File: config.mk
export PLATFORM = sky130hd
export DESIGN_NAME = uart_tx_arbiter
export DESIGN_NICKNAME = d
export VERILOG_FILES = /design/src/rtl/uart_tx_arbiter.sv
export SDC_FILE = /design/constraint.sdc
export NUM_CORES = 1
export LEC_CHECK = 0
export ABC_AREA = 1
export CAP_MARGIN = 20
export CORE_ASPECT_RATIO = 1.5
export CORE_MARGIN = 4
export CORE_UTILIZATION = 25
export CTS_BUF_LIST = sky130_fd_sc_hd__clkbuf_4
export CTS_CLUSTER_DIAMETER = 60
export DETAILED_ROUTE_END_ITERATION = 8
export DONT_BUFFER_PORTS = 1
export PLACE_DENSITY = 0.35
export SLEW_MARGIN = 20
export SYNTH_ARGS = -nofsm -noshare
export SYNTH_HDL_FRONTEND = slang
export SYNTH_SLANG_ARGS = --single-unit
export TNS_END_PERCENT = 5
File: constraint.sdc
create_clock -name i_clk -period 5.3 [get_ports i_clk]
set_clock_uncertainty 0.2 [all_clocks]
set_input_delay 1.06 -clock i_clk [delete_from_list [all_inputs] [get_ports i_clk]]
set_output_delay 1.06 -clock i_clk [all_outputs]
set_load 0.05 [all_outputs]
File: src/rtl/uart_tx_arbiter.sv
// uart_tx_arbiter
//   Shares the single UART transmitter between command_manager reply bytes
//   and an auto-stream of R-peak sample numbers popped from the dout FIFO.
//   Each FIFO entry is sent as an atomic frame: FRAME_HDR, then NB data bytes
//   MSB first (NB = ceil(CTR_WIDTH/8), zero-padded). Bytes are paced against
//   i_tx_busy and the two requesters are round-robined per frame.
//
//   Optional feature macro: RPEAK_STREAM_CRC_EN
//     defined   -> stream frames carry a trailing XOR checksum byte
//     undefined -> frame is header + NB data bytes, no checksum logic
//
// Ports
//   i_clk, i_rst                       clock, synchronous active-high reset
//   i_cmd_tx_data/i_cmd_tx_valid       reply byte strobe from command_manager
//   o_cmd_overrun                      pulse: reply dropped, holding reg full
//   i_stream_en                        enable auto-streaming of FIFO entries
//   i_fifo_empty/o_fifo_pop            dout FIFO status / pop request
//   i_fifo_rdata/i_fifo_rvalid         dout FIFO read data / valid strobe
//   o_tx_data/o_tx_data_valid          byte and start pulse to uart
//   i_tx_busy                          uart transmitting
//   o_tx_timeout                       pulse: busy never rose after a byte
//   o_stream_active                    stream frame in progress
//   o_frame_cnt                        completed stream frames (wrapping)
module uart_tx_arbiter #(
  parameter int unsigned CTR_WIDTH    = 32,
  parameter logic [7:0]  FRAME_HDR    = 8'hA5,
  parameter int unsigned BUSY_TIMEOUT = 1023
) (
  input  logic                 i_clk,
  input  logic                 i_rst,
  input  logic [7:0]           i_cmd_tx_data,
  input  logic                 i_cmd_tx_valid,
  output logic                 o_cmd_overrun,
  input  logic                 i_stream_en,
  input  logic                 i_fifo_empty,
  output logic                 o_fifo_pop,
  input  logic [CTR_WIDTH-1:0] i_fifo_rdata,
  input  logic                 i_fifo_rvalid,
  output logic [7:0]           o_tx_data,
  output logic                 o_tx_data_valid,
  input  logic                 i_tx_busy,
  output logic                 o_tx_timeout,
  output logic                 o_stream_active,
  output logic [15:0]          o_frame_cnt
);

  localparam int unsigned NB = (CTR_WIDTH + 7) / 8;
  localparam int unsigned DW = 8 * NB;
`ifdef RPEAK_STREAM_CRC_EN
  localparam int unsigned LAST_IDX = NB + 1;
`else
  localparam int unsigned LAST_IDX = NB;
`endif
  localparam int unsigned IDX_W = $clog2(LAST_IDX + 1);
  localparam int unsigned CNT_W = (BUSY_TIMEOUT > 0) ? $clog2(BUSY_TIMEOUT + 1) : 1;

  typedef enum logic [2:0] {IDLE, FETCH, SEND, WAIT_HI, WAIT_LO} state_t;

  state_t             state, state_nxt;
  logic               hold_full, hold_full_nxt;
  logic [7:0]         hold_data, hold_data_nxt;
  logic               rr_stream, rr_stream_nxt;   // 1: stream has priority on contention
  logic               cur_stream, cur_stream_nxt;
  logic [IDX_W-1:0]   idx, idx_nxt;               // byte position within the frame
  logic [DW-1:0]      data_sr, data_sr_nxt;       // remaining data bytes, MSB first
  logic [CNT_W-1:0]   busy_cnt, busy_cnt_nxt;
  logic [7:0]         tx_data_nxt;
  logic               tx_valid_nxt, pop_nxt, overrun_nxt, timeout_nxt, active_nxt;
  logic [15:0]        frame_cnt_nxt;
  logic [7:0]         tx_byte;
  logic               is_hdr, is_crc, issue_cmd, stream_req, grant_stream;
`ifdef RPEAK_STREAM_CRC_EN
  logic [7:0]         crc, crc_nxt;
`endif

  // Next-state and registered-output logic
  always_comb begin
    state_nxt      = state;
    hold_full_nxt  = hold_full;
    hold_data_nxt  = hold_data;
    rr_stream_nxt  = rr_stream;
    cur_stream_nxt = cur_stream;
    idx_nxt        = idx;
    data_sr_nxt    = data_sr;
    busy_cnt_nxt   = busy_cnt;
    tx_data_nxt    = o_tx_data;
    frame_cnt_nxt  = o_frame_cnt;
    tx_valid_nxt   = 1'b0;
    pop_nxt        = 1'b0;
    overrun_nxt    = 1'b0;
    timeout_nxt    = 1'b0;
    active_nxt     = 1'b0;
    tx_byte        = 8'h00;
`ifdef RPEAK_STREAM_CRC_EN
    crc_nxt        = crc;
    is_crc         = (idx == IDX_W'(LAST_IDX));
`else
    is_crc         = 1'b0;
`endif
    is_hdr         = (idx == '0);
    stream_req     = i_stream_en & ~i_fifo_empty;
    grant_stream   = stream_req & (~hold_full | rr_stream);
    issue_cmd      = (state == SEND) & ~cur_stream;

    // Holding register: a capture in the same cycle as the clear is kept
    if (issue_cmd) hold_full_nxt = 1'b0;
    if (i_cmd_tx_valid) begin
      if (hold_full && !issue_cmd) begin
        overrun_nxt = 1'b1;
      end else begin
        hold_full_nxt = 1'b1;
        hold_data_nxt = i_cmd_tx_data;
      end
    end

    // Byte to issue in SEND
    if (!cur_stream)  tx_byte = hold_data;
    else if (is_hdr)  tx_byte = FRAME_HDR;
`ifdef RPEAK_STREAM_CRC_EN
    else if (is_crc)  tx_byte = crc;
`endif
    else              tx_byte = data_sr[DW-1 -: 8];

    case (state)
      IDLE: begin
        if (grant_stream) begin
          state_nxt      = FETCH;
          pop_nxt        = 1'b1;
          cur_stream_nxt = 1'b1;
          rr_stream_nxt  = 1'b0;
          idx_nxt        = '0;
`ifdef RPEAK_STREAM_CRC_EN
          crc_nxt        = 8'h00;
`endif
        end else if (hold_full) begin
          state_nxt      = SEND;
          cur_stream_nxt = 1'b0;
          rr_stream_nxt  = 1'b1;
          idx_nxt        = '0;
        end
      end
      FETCH: begin
        if (i_fifo_rvalid) begin
          data_sr_nxt = DW'(i_fifo_rdata);
          state_nxt   = SEND;
        end
      end
      SEND: begin
        tx_data_nxt  = tx_byte;
        tx_valid_nxt = 1'b1;
        busy_cnt_nxt = '0;
        state_nxt    = WAIT_HI;
        if (cur_stream && !is_hdr && !is_crc) data_sr_nxt = data_sr << 8;
`ifdef RPEAK_STREAM_CRC_EN
        crc_nxt = crc ^ tx_byte;
`endif
      end
      WAIT_HI: begin
        // A byte whose busy never rises is counted as sent
        if (i_tx_busy) begin
          state_nxt = WAIT_LO;
        end else if (busy_cnt == CNT_W'(BUSY_TIMEOUT)) begin
          timeout_nxt = 1'b1;
          state_nxt   = WAIT_LO;
        end else begin
          busy_cnt_nxt = busy_cnt + CNT_W'(1);
        end
      end
      WAIT_LO: begin
        if (!i_tx_busy) begin
          if (cur_stream && (idx != IDX_W'(LAST_IDX))) begin
            idx_nxt   = idx + IDX_W'(1);
            state_nxt = SEND;
          end else begin
            state_nxt = IDLE;
            if (cur_stream) frame_cnt_nxt = o_frame_cnt + 16'd1;
          end
        end
      end
      default: state_nxt = IDLE;
    endcase

    active_nxt = (state_nxt != IDLE) & cur_stream_nxt;
  end

  // State and output registers
  always_ff @(posedge i_clk) begin
    if (i_rst) begin
      state           <= IDLE;
      hold_full       <= 1'b0;
      hold_data       <= 8'h00;
      rr_stream       <= 1'b0;
      cur_stream      <= 1'b0;
      idx             <= '0;
      data_sr         <= '0;
      busy_cnt        <= '0;
      o_tx_data       <= 8'h00;
      o_tx_data_valid <= 1'b0;
      o_fifo_pop      <= 1'b0;
      o_cmd_overrun   <= 1'b0;
      o_tx_timeout    <= 1'b0;
      o_stream_active <= 1'b0;
      o_frame_cnt     <= 16'h0000;
`ifdef RPEAK_STREAM_CRC_EN
      crc             <= 8'h00;
`endif
    end else begin
      state           <= state_nxt;
      hold_full       <= hold_full_nxt;
      hold_data       <= hold_data_nxt;
      rr_stream       <= rr_stream_nxt;
      cur_stream      <= cur_stream_nxt;
      idx             <= idx_nxt;
      data_sr         <= data_sr_nxt;
      busy_cnt        <= busy_cnt_nxt;
      o_tx_data       <= tx_data_nxt;
      o_tx_data_valid <= tx_valid_nxt;
      o_fifo_pop      <= pop_nxt;
      o_cmd_overrun   <= overrun_nxt;
      o_tx_timeout    <= timeout_nxt;
      o_stream_active <= active_nxt;
      o_frame_cnt     <= frame_cnt_nxt;
`ifdef RPEAK_STREAM_CRC_EN
      crc             <= crc_nxt;
`endif
    end
  end

endmodule

Word level (Yosys, flattened, before mapping):

Cells that the tools add are included.

* input bits: 47
* register bits: 88
* output and inout bits: 29
* logic and storage cells: 99

* reduce and logical (&&, ||, !) cells: 21
* equal/unequal tests: 13
* multiplexer cells: 33
* bitwise logic cells: 14
* add/sub/neg operators: 3

Operators with widths (count)
* $mux W32: 2
* $pmux W32 S2: 1
* $mux W3: 10
* $mux W10: 2
* $pmux W10 S2: 1
* $add A16 B1 Y16 const B: 1
* $mux W8: 2
* $pmux W3 S5: 1
* $mux W1: 12
* $add A10 B1 Y10 const B: 1
* $eq A10 B10 Y1 const B: 1
* $ne A2 B2 Y1 const B: 5
* $not A1 Y1: 9
* $reduce_and A4 Y1: 2
* $reduce_bool A2 Y1: 4
* $eq A3 B2 Y1 const B: 2
* $logic_not A3 Y1: 2
* $ne A3 B3 Y1 const B: 2
* $pmux W3 S2: 1
* $reduce_and A3 Y1: 2
* $and A1 B1 Y1: 4
* $reduce_and A2 Y1: 2
* $reduce_or A2 Y1: 2
* $add A3 B1 Y3 const B: 1
* 9 further kinds: 12

Logic depth before layout (Yosys ltp):

* depth in word-level cells: 7
* mapped depth: 11
* depth with buffers taken out: 11

Worst setup path before layout:

OpenSTA, ideal clock, no wires.

* kind: input -> register
* start: input port i_rst
* end: register data_sr[18]
* stages: 5
* arrival time: 1.870 ns
* buffers on the path: 2
* setup time: 0.074 ns
* data required time: 5.026 ns
* setup slack: 3.156 ns
* path through: inv_1 > clkbuf_1 > clkbuf_1 > o21ai_0 > a31oi_1

RTL lines
* start, declared: line 30 `input logic i_rst,`
* end signal, assigned: line 214 `data_sr <= data_sr_nxt;`
* end, declared: line 65 `logic [DW-1:0] data_sr, data_sr_nxt;`

Worst setup path after layout:

* start: register state[2]
* end: register data_sr[15]

* word-level cells in the longest chain between the ends: 3
* elaborated cells on any way between the ends: 7
* classes of those cells: 4 x eq/ne; 1 x mux; 2 x reduce/logical

Ends and longest elaborated chain
* start, declared: line 59 `state_t state, state_nxt;`
* start signal, assigned: line 208 `state <= state_nxt;`
* $eq A3 B2 Y1 or $eq A3 B1 Y1 (tied branches): line 124 `case (state)`
* $ne A2 B1 Y1 (no source line), or another cell as far along
* $reduce_and A3 Y1 (no source line)

Parallel ways exist; a longest one is shown, timed or not.
A chain may end at the register's enable or synchronous reset.

==> tab_implementation.tex <==
\begin{tabular}{lr}
\hline
Metric & Value \\
\hline
\multicolumn{2}{l}{\textbf{Place}} \\
Final RePlAce weighted congestion & between 0.7 and 0.8 \\
Port Buffer Count & 0 \\
HPWL Detailed & approximately 8.2 mm \\
\multicolumn{2}{l}{\textbf{CTS}} \\
H-tree Lvls & 3 \\
Number of buffers created by CTS & 9 \\
Clock tree sinks & slightly below 90 \\
Number of buffers inserted by post-CTS setup repair & 0 \\
Root cell of the clock tree & sky130\_fd\_sc\_hd\_\_clkbuf\_4 \\
Post-CTS clock slew at the launch and capture registers of the worst setup and hold paths & 0.15 ns \\
Clock tree from TritonCTS & built \\
Clk Latency, worst-skew pair & 0.44 ns \\
Cells resized by post-CTS repair & 0 \\
Maximum number of buffers from clock root to sink & 2 \\
Count of hold-fix buffers inserted at cts & 0 \\
\multicolumn{2}{l}{\textbf{Cells and area}} \\
Synth-to-layout area growth & 6.88\% \\
Number of nets in the final layout & 592 \\
Share of post-route cells with drive strength above 1 & 0.0659 \\
Filler cells & 1759 \\
Utilization of the core after routing & 0.273 \\
\multicolumn{2}{l}{\textbf{Power and ir drop}} \\
Lkg Pwr & between 1.5 and 2 nW \\
Cell Pwr Density & roughly 320 nW/µm² \\
Maximum resistive drop on vdd & roughly 0.12 mV \\
Sum of internal, switching and leakage power & 1.34 mW \\
\multicolumn{2}{l}{\textbf{Timing}} \\
Fmax & $\sim$370 MHz \\
Number of hold violations in the final report & 0 \\
Fin crit period & around 2.7 ns \\
Final setup TNS & 0 ns \\
Max-slew headroom & 0.389 \\
Setup repair after global routing missed its margin & false \\
Total count of max-transition violations in the final report & 0 \\
Number of failing setup endpoints in the final timing report & 0 \\
Final worst path period share & 0.513 \\
Worst-Margin Slew & about 0.91 ns \\
\multicolumn{2}{l}{\textbf{Global route}} \\
Pin count of the biggest net entering global routing & 57 \\
Number of global-route vias before repair & 3521 \\
Overflow left after global routing & 0 \\
Global-route wire length before repair & around 19 mm \\
GRT Resource Usage Total & 0.131 \\
Number of antenna violations at the first check in global routing & 1 \\
\multicolumn{2}{l}{\textbf{Yosys}} \\
Mean area per synthesized cell & 7.22 µm² \\
Number of synthesized register bits & 88 \\
Async set or reset register ratio after synthesis & 0 \\
Top cell type by total area after synthesis & sky130\_fd\_sc\_hd\_\_dfxtp\_1 \\
Cell area after technology mapping & roughly 4000 µm² \\
Commonest cells post-synth & sky130\_fd\_sc\_hd\_\_nand2\_1 (145), sky130\_fd\_sc\_hd\_\_dfxtp\_1 (88), sky130\_fd\_sc\_hd\_\_nor2\_1 (61), sky130\_fd\_sc\_hd\_\_o21ai\_0 (44), sky130\_fd\_sc\_hd\_\_inv\_1 (40) \\
Post-synth net total & 603 \\
Portion of the post-synthesis area used by sequential elements & 0.442 \\
Post-synthesis instance total & 552 \\
Synth unique cells & 35 \\
Count of flip-flops with a built-in enable after synthesis & 0 \\
Number of warnings reported in the yosys synthesis log & 0 \\
Synth area leaders & sky130\_fd\_sc\_hd\_\_dfxtp\_1 (44\%), sky130\_fd\_sc\_hd\_\_nand2\_1 (14\%), sky130\_fd\_sc\_hd\_\_nor2\_1 (5.7\%) \\
Flip-flop cell with the highest count after synthesis & sky130\_fd\_sc\_hd\_\_dfxtp\_1 \\
Most numerous cell in the Yosys netlist & sky130\_fd\_sc\_hd\_\_nand2\_1 \\
Area share of the leading cell type in the synthesized netlist & 0.442 \\
\multicolumn{2}{l}{\textbf{Critical path}} \\
Register-to-register setup slack & around 2.6 ns \\
Reg2Reg Depth & 7 \\
Critical path startpoint category & register \\
Reg-to-Reg Start & state[2] \\
Critical path class & reg2reg \\
Worst setup EP type & register \\
Endpoint of the most critical register-to-register path & data\_sr[15] \\
Worst Path Arrival & 2.89 ns \\
End of the critical path & data\_sr[15] \\
Worst setup startpoint & state[2] \\
Largest driver fanout on the critical path & 56 \\
CP Data Required Time & approximately 5.5 ns \\
\multicolumn{2}{l}{\textbf{Die}} \\
Starting Density & 0.255 \\
Die H & around 160 µm \\
Site row count & 56 \\
Die area & $\sim$18000 µm² \\
Core area & about 16000 µm² \\
Number of primary I/O pins & 76 \\
Chip width & approximately 110 µm \\
\multicolumn{2}{l}{\textbf{Worst hold path}} \\
Hold path start & data\_sr[27] \\
Worst min path class & reg2reg \\
\multicolumn{2}{l}{\textbf{Job}} \\
Maximum Capacitance Violations & 0 \\
\multicolumn{2}{l}{\textbf{Outcome}} \\
Result of the run & complete, no violations \\
\multicolumn{2}{l}{\textbf{Detailed routing}} \\
Vias after detailed routing & between 3000 and 4000 \\
Post-route antenna net violation count & 0 \\
Ratio of routed vias to standard cells & about 4.7 \\
Drt first-iter violations & roughly 170 \\
Final wirelength & about 12 mm \\
DRC violations left & 0 \\
Routed len/inst & about 15 µm \\
Detailed-routing iteration count for the pre-antenna-repair pass & 5 \\
\hline
\end{tabular}
==> worst min-delay path by stage <==
stage / endpoint / slack [ns] / cells past startpoint
2_1_floorplan: o_tx_data[3] / 0.24 / 2
3_3_place_gp: o_tx_data[3] / 0.25 / 2
3_5_place_dp: o_tx_data[3] / 0.26 / 2
4_1_cts: o_tx_data[3] / 0.28 / 2
5_1_grt: data_sr[24] / 0.31 / 2
6_report: o_tx_data[3] / 0.27 / 2
==> worst max-delay path: stages, from the launching register on <==
cell                      delay [ns]
sky130_fd_sc_hd__dfxtp_1        0.38
sky130_fd_sc_hd__inv_2          0.14
sky130_fd_sc_hd__nand3_4        0.36
sky130_fd_sc_hd__inv_4          0.40
sky130_fd_sc_hd__nand2_2        0.10
sky130_fd_sc_hd__nand2_2        0.68
sky130_fd_sc_hd__o21ai_0        0.19
sky130_fd_sc_hd__a31oi_1        0.17
==> final cells by class <==
class / instances / area, µm² / share of cell area
antenna: 2 / 5.00 / 0.00118
clock buffer: 10 / 75.1 / 0.0176
clock inverter: 6 / 60.1 / 0.0141
inverter: 49 / 186 / 0.0438
multi-input combinational: 392 / 1910 / 0.448
sequential: 88 / 1760 / 0.414
tap: 203 / 254 / 0.0597
timing repair buffer: 1 / 7.51 / 0.00176
==> cells in the final DEF, fill, tap and decap left out, types with 2 or more instances in the layout <==
master and instances:
sky130_fd_sc_hd__a21oi_1 28, sky130_fd_sc_hd__a31oi_1 28, sky130_fd_sc_hd__clkbuf_4 10, sky130_fd_sc_hd__clkinv_2 2
sky130_fd_sc_hd__dfxtp_1 88, sky130_fd_sc_hd__diode_2 2, sky130_fd_sc_hd__ha_1 4, sky130_fd_sc_hd__inv_1 40
sky130_fd_sc_hd__inv_2 8, sky130_fd_sc_hd__nand2_1 145, sky130_fd_sc_hd__nand2_2 3, sky130_fd_sc_hd__nand3_1 27
sky130_fd_sc_hd__nand3_4 2, sky130_fd_sc_hd__nand3b_1 2, sky130_fd_sc_hd__nand4_1 7, sky130_fd_sc_hd__nor2_1 61
sky130_fd_sc_hd__nor2_2 3, sky130_fd_sc_hd__nor3_1 9, sky130_fd_sc_hd__nor3b_1 3, sky130_fd_sc_hd__o21ai_0 44
sky130_fd_sc_hd__o21ai_1 8, sky130_fd_sc_hd__o221ai_1 3, sky130_fd_sc_hd__xnor2_1 3, sky130_fd_sc_hd__xor2_1 4
==> state kept, by name, indices dropped and copies added (netlist names), 3 cells and up <==
register     count
busy_cnt        10
data_sr         32
hold_data        8
idx              3
o_frame_cnt     16
o_tx_data        8
state            3
==> where the power goes <==
| part | switching, mW | total [mW] | internal [mW] |
|---|---|---|---|
| clock | 0.237 | 0.384 | 0.147 |
| combinational | 0.143 | 0.197 | 0.0546 |
| sequential | 0.0553 | 0.762 | 0.707 |
==> logic make-up after synthesis <==
group / count (synthesis) / synth area share
and+or+nand+nor: 265 / 0.291
AOI/OAI and AO/OA: 116 / 0.160
DFF: 88 / 0.442
buffers and inverters: 72 / 0.0788
xor gates and xnor gates: 7 / 0.0154
adders and majority gates: 4 / 0.0126
==> per-stage QoR <==
| stage | worst slack (ns) | area [µm²] | hold slack (ns) | instances |
|---|---|---|---|---|
| after floorplan | 3.16 | 3980 | 0.244 | 552 |
| after global placement | 2.58 | 4120 | 0.255 | 733 |
| after detailed placement | 2.56 | 4120 | 0.259 | 733 |
| after CTS | 2.53 | 4250 | 0.284 | 749 |
| after global routing | 2.20 | 4260 | 0.312 | 750 |
| final | 2.58 | 4260 | 0.275 | 751 |
==> metal layers <==
metal,vias up,track usage,wire length (µm)
li1,1801,-,-
met1,1616,0.146,4610
met2,92,0.230,5920
met3,16,0.0379,769
met4,0,0.0587,237
met5,-,0,0
(Power assumes the default switching activity.)
==> RTL change 1: new RTL, same settings <==
Add a define of `RPEAK_STREAM_CRC_EN`.
--- a/src/rtl/uart_tx_arbiter.sv
+++ b/src/rtl/uart_tx_arbiter.sv
@@ -22,4 +22,6 @@
 //   o_stream_active                    stream frame in progress
 //   o_frame_cnt                        completed stream frames (wrapping)
+`define RPEAK_STREAM_CRC_EN
+
 module uart_tx_arbiter #(
   parameter int unsigned CTR_WIDTH    = 32,
Formal check against the unedited RTL: same outputs for any inputs over 10 cycles, from zero or initial values and one cycle with i_rst high; that may be too few to reach the edited logic, so the function may still have changed.
==> RTL change 1 against the unedited design <==
- synthesized area rose by 11%
- via count grew 11%
- synthesized cell count is 14% higher
- sequential cell count is 8 higher
- die area grew 11%
- maximum frequency increased by 1.1%
- power rose by 8.6%
- cell area up 11%
- clock power increased by 5.2%
- routed wire length is 7.7% higher
- setup slack better by 29 ps
- critical path type unchanged
==> RTL change 1: results <==
set metrics [dict create \
    synth_common_cells "nand2_1, dfxtp_1, nor2_1, nand3_1, inv_1" \
    power.static_leakage_nw 1.98 \
    finalWeightedCongestion 0.757 \
    grt_max_degree 65 \
    peakVddDrop_v 0.000117 \
    first_iter_violations 158 \
    post_cts_resize_count 0 \
    vias_per_cell 4.71 \
    cp.arrival_ps 2870 \
    ys_seq_area_frac 0.434 \
    firstDrtPassIters 4 \
    wire_per_inst_um 14.9 \
    dpl.hpwl_mm 8.70 \
    netlist_top_cells_area "dfxtp_1, nand2_1, nand3_1, nor2_1, a21oi_1" \
    status "complete, no violations" \
    ys_types 32 \
    drt_wl_total_mm 12.4 \
    antenna_found_initial 1 \
    place_ws_ps 2340 \
    place_area_um2 4590 \
    drive_above_1_share 0.0389 \
    clkTransAtPathRegs_ps 150 \
    reg2reg_depth 10 \
    fin_nets 665 \
    relSlewSlack 0.542 \
    asyncSetResetFlopFracSynth 0 \
    slowest_delay_ps 520 \
    clk_latency_ps 460 \
    slowest_stage "nor2_2" \
    grt_pass1_wl_mm 19.7 \
    path_max_fanout 17 \
    avgSynthCellArea_um2 7.05 \
    grt_util_all_layers 0.127 \
    first_global_vias 3849 \
    synth_nets 680 \
    port_buffers 0 \
    dp.cells 815 \
]
RTL change 1: changes by cell type after synthesis, sizes merged, moves of 6 or more:
cell | before | now
nand2 | 148 | 166
o211a | 0 | 24
nor2 | 65 | 71
nand3 | 30 | 60
inv | 49 | 57
dfxtp | 88 | 96
a21oi | 28 | 50
o21ai | 52 | 40
a31oi | 28 | 1
RTL change 1: worst register-to-register path: stages (launching register included):
cell and delay, ps:
dfxtp_1 340, inv_1 90, ha_1 150, nand2_1 330, nand2_1 210, nand2_1 80, nor2_2 520, nand2_1 220
nor2_2 220, nand2_1 70, and3_1 180
RTL change 1: cell families (layout without fill, tap and decap cells):
family / Yosys count / after routing / synth area share
compound gates: 120 / 120 / 0.167
xor+xnor: 4 / 4 / 0.00791
fa+ha+maj: 5 / 5 / 0.0141
buf+inv: 86 / 75 / 0.0774
flops: 96 / 96 / 0.434
other cells: 0 / 2 / 0
simple gates: 317 / 317 / 0.300
RTL change 1: worst paths after layout:
kind | startpoint | to | slack (ps)
worst max-delay path | idx[1] | o_frame_cnt[8] | 2610
worst min-delay path | crc[7] | crc[7] | 280
worst max register to register | idx[1] | o_frame_cnt[8] | 2610
worst min register to register | crc[7] | crc[7] | 280
RTL change 1: routing by layer:
| metal | share of wire | routed length [µm] | track usage |
|---|---|---|---|
| met1 | 0.41 | 5090 | 0.139 |
| met2 | 0.53 | 6560 | 0.232 |
| met3 | 0.040 | 498 | 0.0294 |
| met4 | 0.022 | 271 | 0.0509 |
| met5 | 0 | 0 | 0 |
RTL change 1: final cells by class:
type	count	area (µm²)
Fill cell	1937	12600
Multi-Input combinational cell	446	2170
Sequential cell	96	1920
Tap cell	213	267
Inverter	58	218
Clock buffer	11	82.6
Clock inverter	4	46.3
Timing Repair Buffer	2	15.0
Antenna cell	2	5.00
RTL change 1: power breakdown:
part           internal (mW)  switching, mW  total (mW)
logic                 0.0686          0.155       0.224
clock network          0.150          0.254       0.404
registers              0.773         0.0577       0.831
==> RTL change 2: new RTL, same settings <==
Without the edit above. `hold_data`, `data_sr` and `o_tx_data` no longer have a reset.
--- a/src/rtl/uart_tx_arbiter.sv
+++ b/src/rtl/uart_tx_arbiter.sv
@@ -189,11 +189,8 @@
       state           <= IDLE;
       hold_full       <= 1'b0;
-      hold_data       <= 8'h00;
       rr_stream       <= 1'b0;
       cur_stream      <= 1'b0;
       idx             <= '0;
-      data_sr         <= '0;
       busy_cnt        <= '0;
-      o_tx_data       <= 8'h00;
       o_tx_data_valid <= 1'b0;
       o_fifo_pop      <= 1'b0;
@@ -208,11 +205,8 @@
       state           <= state_nxt;
       hold_full       <= hold_full_nxt;
-      hold_data       <= hold_data_nxt;
       rr_stream       <= rr_stream_nxt;
       cur_stream      <= cur_stream_nxt;
       idx             <= idx_nxt;
-      data_sr         <= data_sr_nxt;
       busy_cnt        <= busy_cnt_nxt;
-      o_tx_data       <= tx_data_nxt;
       o_tx_data_valid <= tx_valid_nxt;
       o_fifo_pop      <= pop_nxt;
@@ -227,4 +221,10 @@
   end
 
+  always_ff @(posedge i_clk) begin
+    hold_data <= hold_data_nxt;
+    data_sr   <= data_sr_nxt;
+    o_tx_data <= tx_data_nxt;
+  end
+
 endmodule
 
Behaviour: differs if i_rst is asserted again (counterexample within 4 cycles, from zero or initial values and one cycle with i_rst high); with i_rst held inactive, the same outputs for 10 cycles.
==> RTL change 2 against the unedited design <==
- synthesized area up 1.5%
- power up 9.3%
- setup slack better by 94 ps
- sequential cell count did not move
- routed wire length is 14% lower
- combinational power fell by 7%
- cell area is 3.4% higher
- maximum frequency up 3.6%
- critical path type unchanged
==> RTL change 2: results <==
set metrics [dict create \
    whs_ps 299 \
    ys_seq_area_frac 0.555 \
    grt_util_all_layers 0.112 \
    relSlewSlack 0.510 \
    first_iter_violations 164 \
    finalWeightedCongestion 0.844 \
    synth_edf_count 48 \
    rr_endpoint "hold_data[4]" \
    grt_pass1_wl_mm 15.8 \
    hp-start "idx[1]" \
    ys_warn_count 0 \
    reg2reg_depth 5 \
    fill_cells 1752 \
    synth_common_cells "nand2_1, inv_1, edfxtp_1, nor2_1, dfxtp_1" \
    r2r_setup_slack_ps 2680 \
    use_met1 0.113 \
    path_max_fanout 37 \
    clk_latency_ps 460 \
    use_met3 0.0398 \
    num_vias 3029 \
    yosys_most_used_dff "edfxtp_1" \
    fin_nets 521 \
    peakVddDrop_v 0.000103 \
    first_global_vias 3100 \
    cp.arrival_ps 2540 \
    grt_max_degree 38 \
    wire_per_inst_um 14.6 \
    place_ws_ps 2590 \
    slowest_stage "nor2_1" \
    min_to "idx[1]" \
    power.static_leakage_nw 1.66 \
    dpl.hpwl_mm 7.28 \
    dp.cells 662 \
    ys_types 38 \
    drive_above_1_share 0.0863 \
    status "complete, no violations" \
    grt_use_met2 0.194 \
]
[RTL change 2: metrics by stage]
stage	total power [mW]	util	instance area, µm²
after floorplan	1.00	-	4040
after global routing	1.56	0.279	4400
after global placement	1.05	0.268	4230
after detailed placement	1.05	0.268	4230
after CTS	1.51	0.279	4400
final	1.47	0.279	4400
[RTL change 2: kinds of logic after synthesis]
| group | share of synthesized area |
|---|---|
| AO/OA/AOI/OAI | 0.0836 |
| XOR/XNOR | 0.00650 |
| adder cells (fa/ha/maj) | 0.0124 |
| buffers and inverters | 0.0709 |
| flip-flops | 0.555 |
| AND/OR/NAND/NOR | 0.272 |
[RTL change 2: power breakdown]
| part | internal, mW | leakage (nW) | total, mW | switching [mW] |
|---|---|---|---|---|
| Combinational | 0.0515 | 0.815 | 0.184 | 0.132 |
| Sequential | 0.783 | 0.766 | 0.840 | 0.0572 |
| Clock | 0.199 | 0.0836 | 0.446 | 0.247 |
[RTL change 2: area by class of cell]
cell class / instances / area [µm²] / area share
Clock buffer: 10 / 75.1 / 0.0171
Timing Repair Buffer: 1 / 7.51 / 0.00171
Clock inverter: 6 / 90.1 / 0.0205
Inverter: 55 / 209 / 0.0475
Tap cell: 203 / 254 / 0.0577
Antenna cell: 1 / 2.50 / 0.000569
Sequential cell: 88 / 2240 / 0.510
Multi-Input combinational cell: 315 / 1520 / 0.345
[RTL change 2: layer usage]
layer	share of wire	wire length (µm)
met1	0.40	3930
met2	0.49	4870
met3	0.070	690
met4	0.042	417
met5	0	0
[RTL change 2: worst max-delay path: cells and delay by family (launching register included)]
family	cells	cell delay, ps
buffers and inverters	2	590
and+or+nand+nor	2	900
AOI/OAI and AO/OA	1	150
DFF	1	390
[RTL change 2: how the worst max path moves through the flow]
stage,startpoint,to,slack (ps)
3_5_place_dp,state[2],hold_data[6],2590
3_3_place_gp,cur_stream,data_sr[20],2680
5_1_grt,state[2],hold_data[3],2370
2_1_floorplan,i_fifo_rvalid,data_sr[0],2000
4_1_cts,state[2],hold_data[4],2570
6_report,state[2],hold_data[4],2680
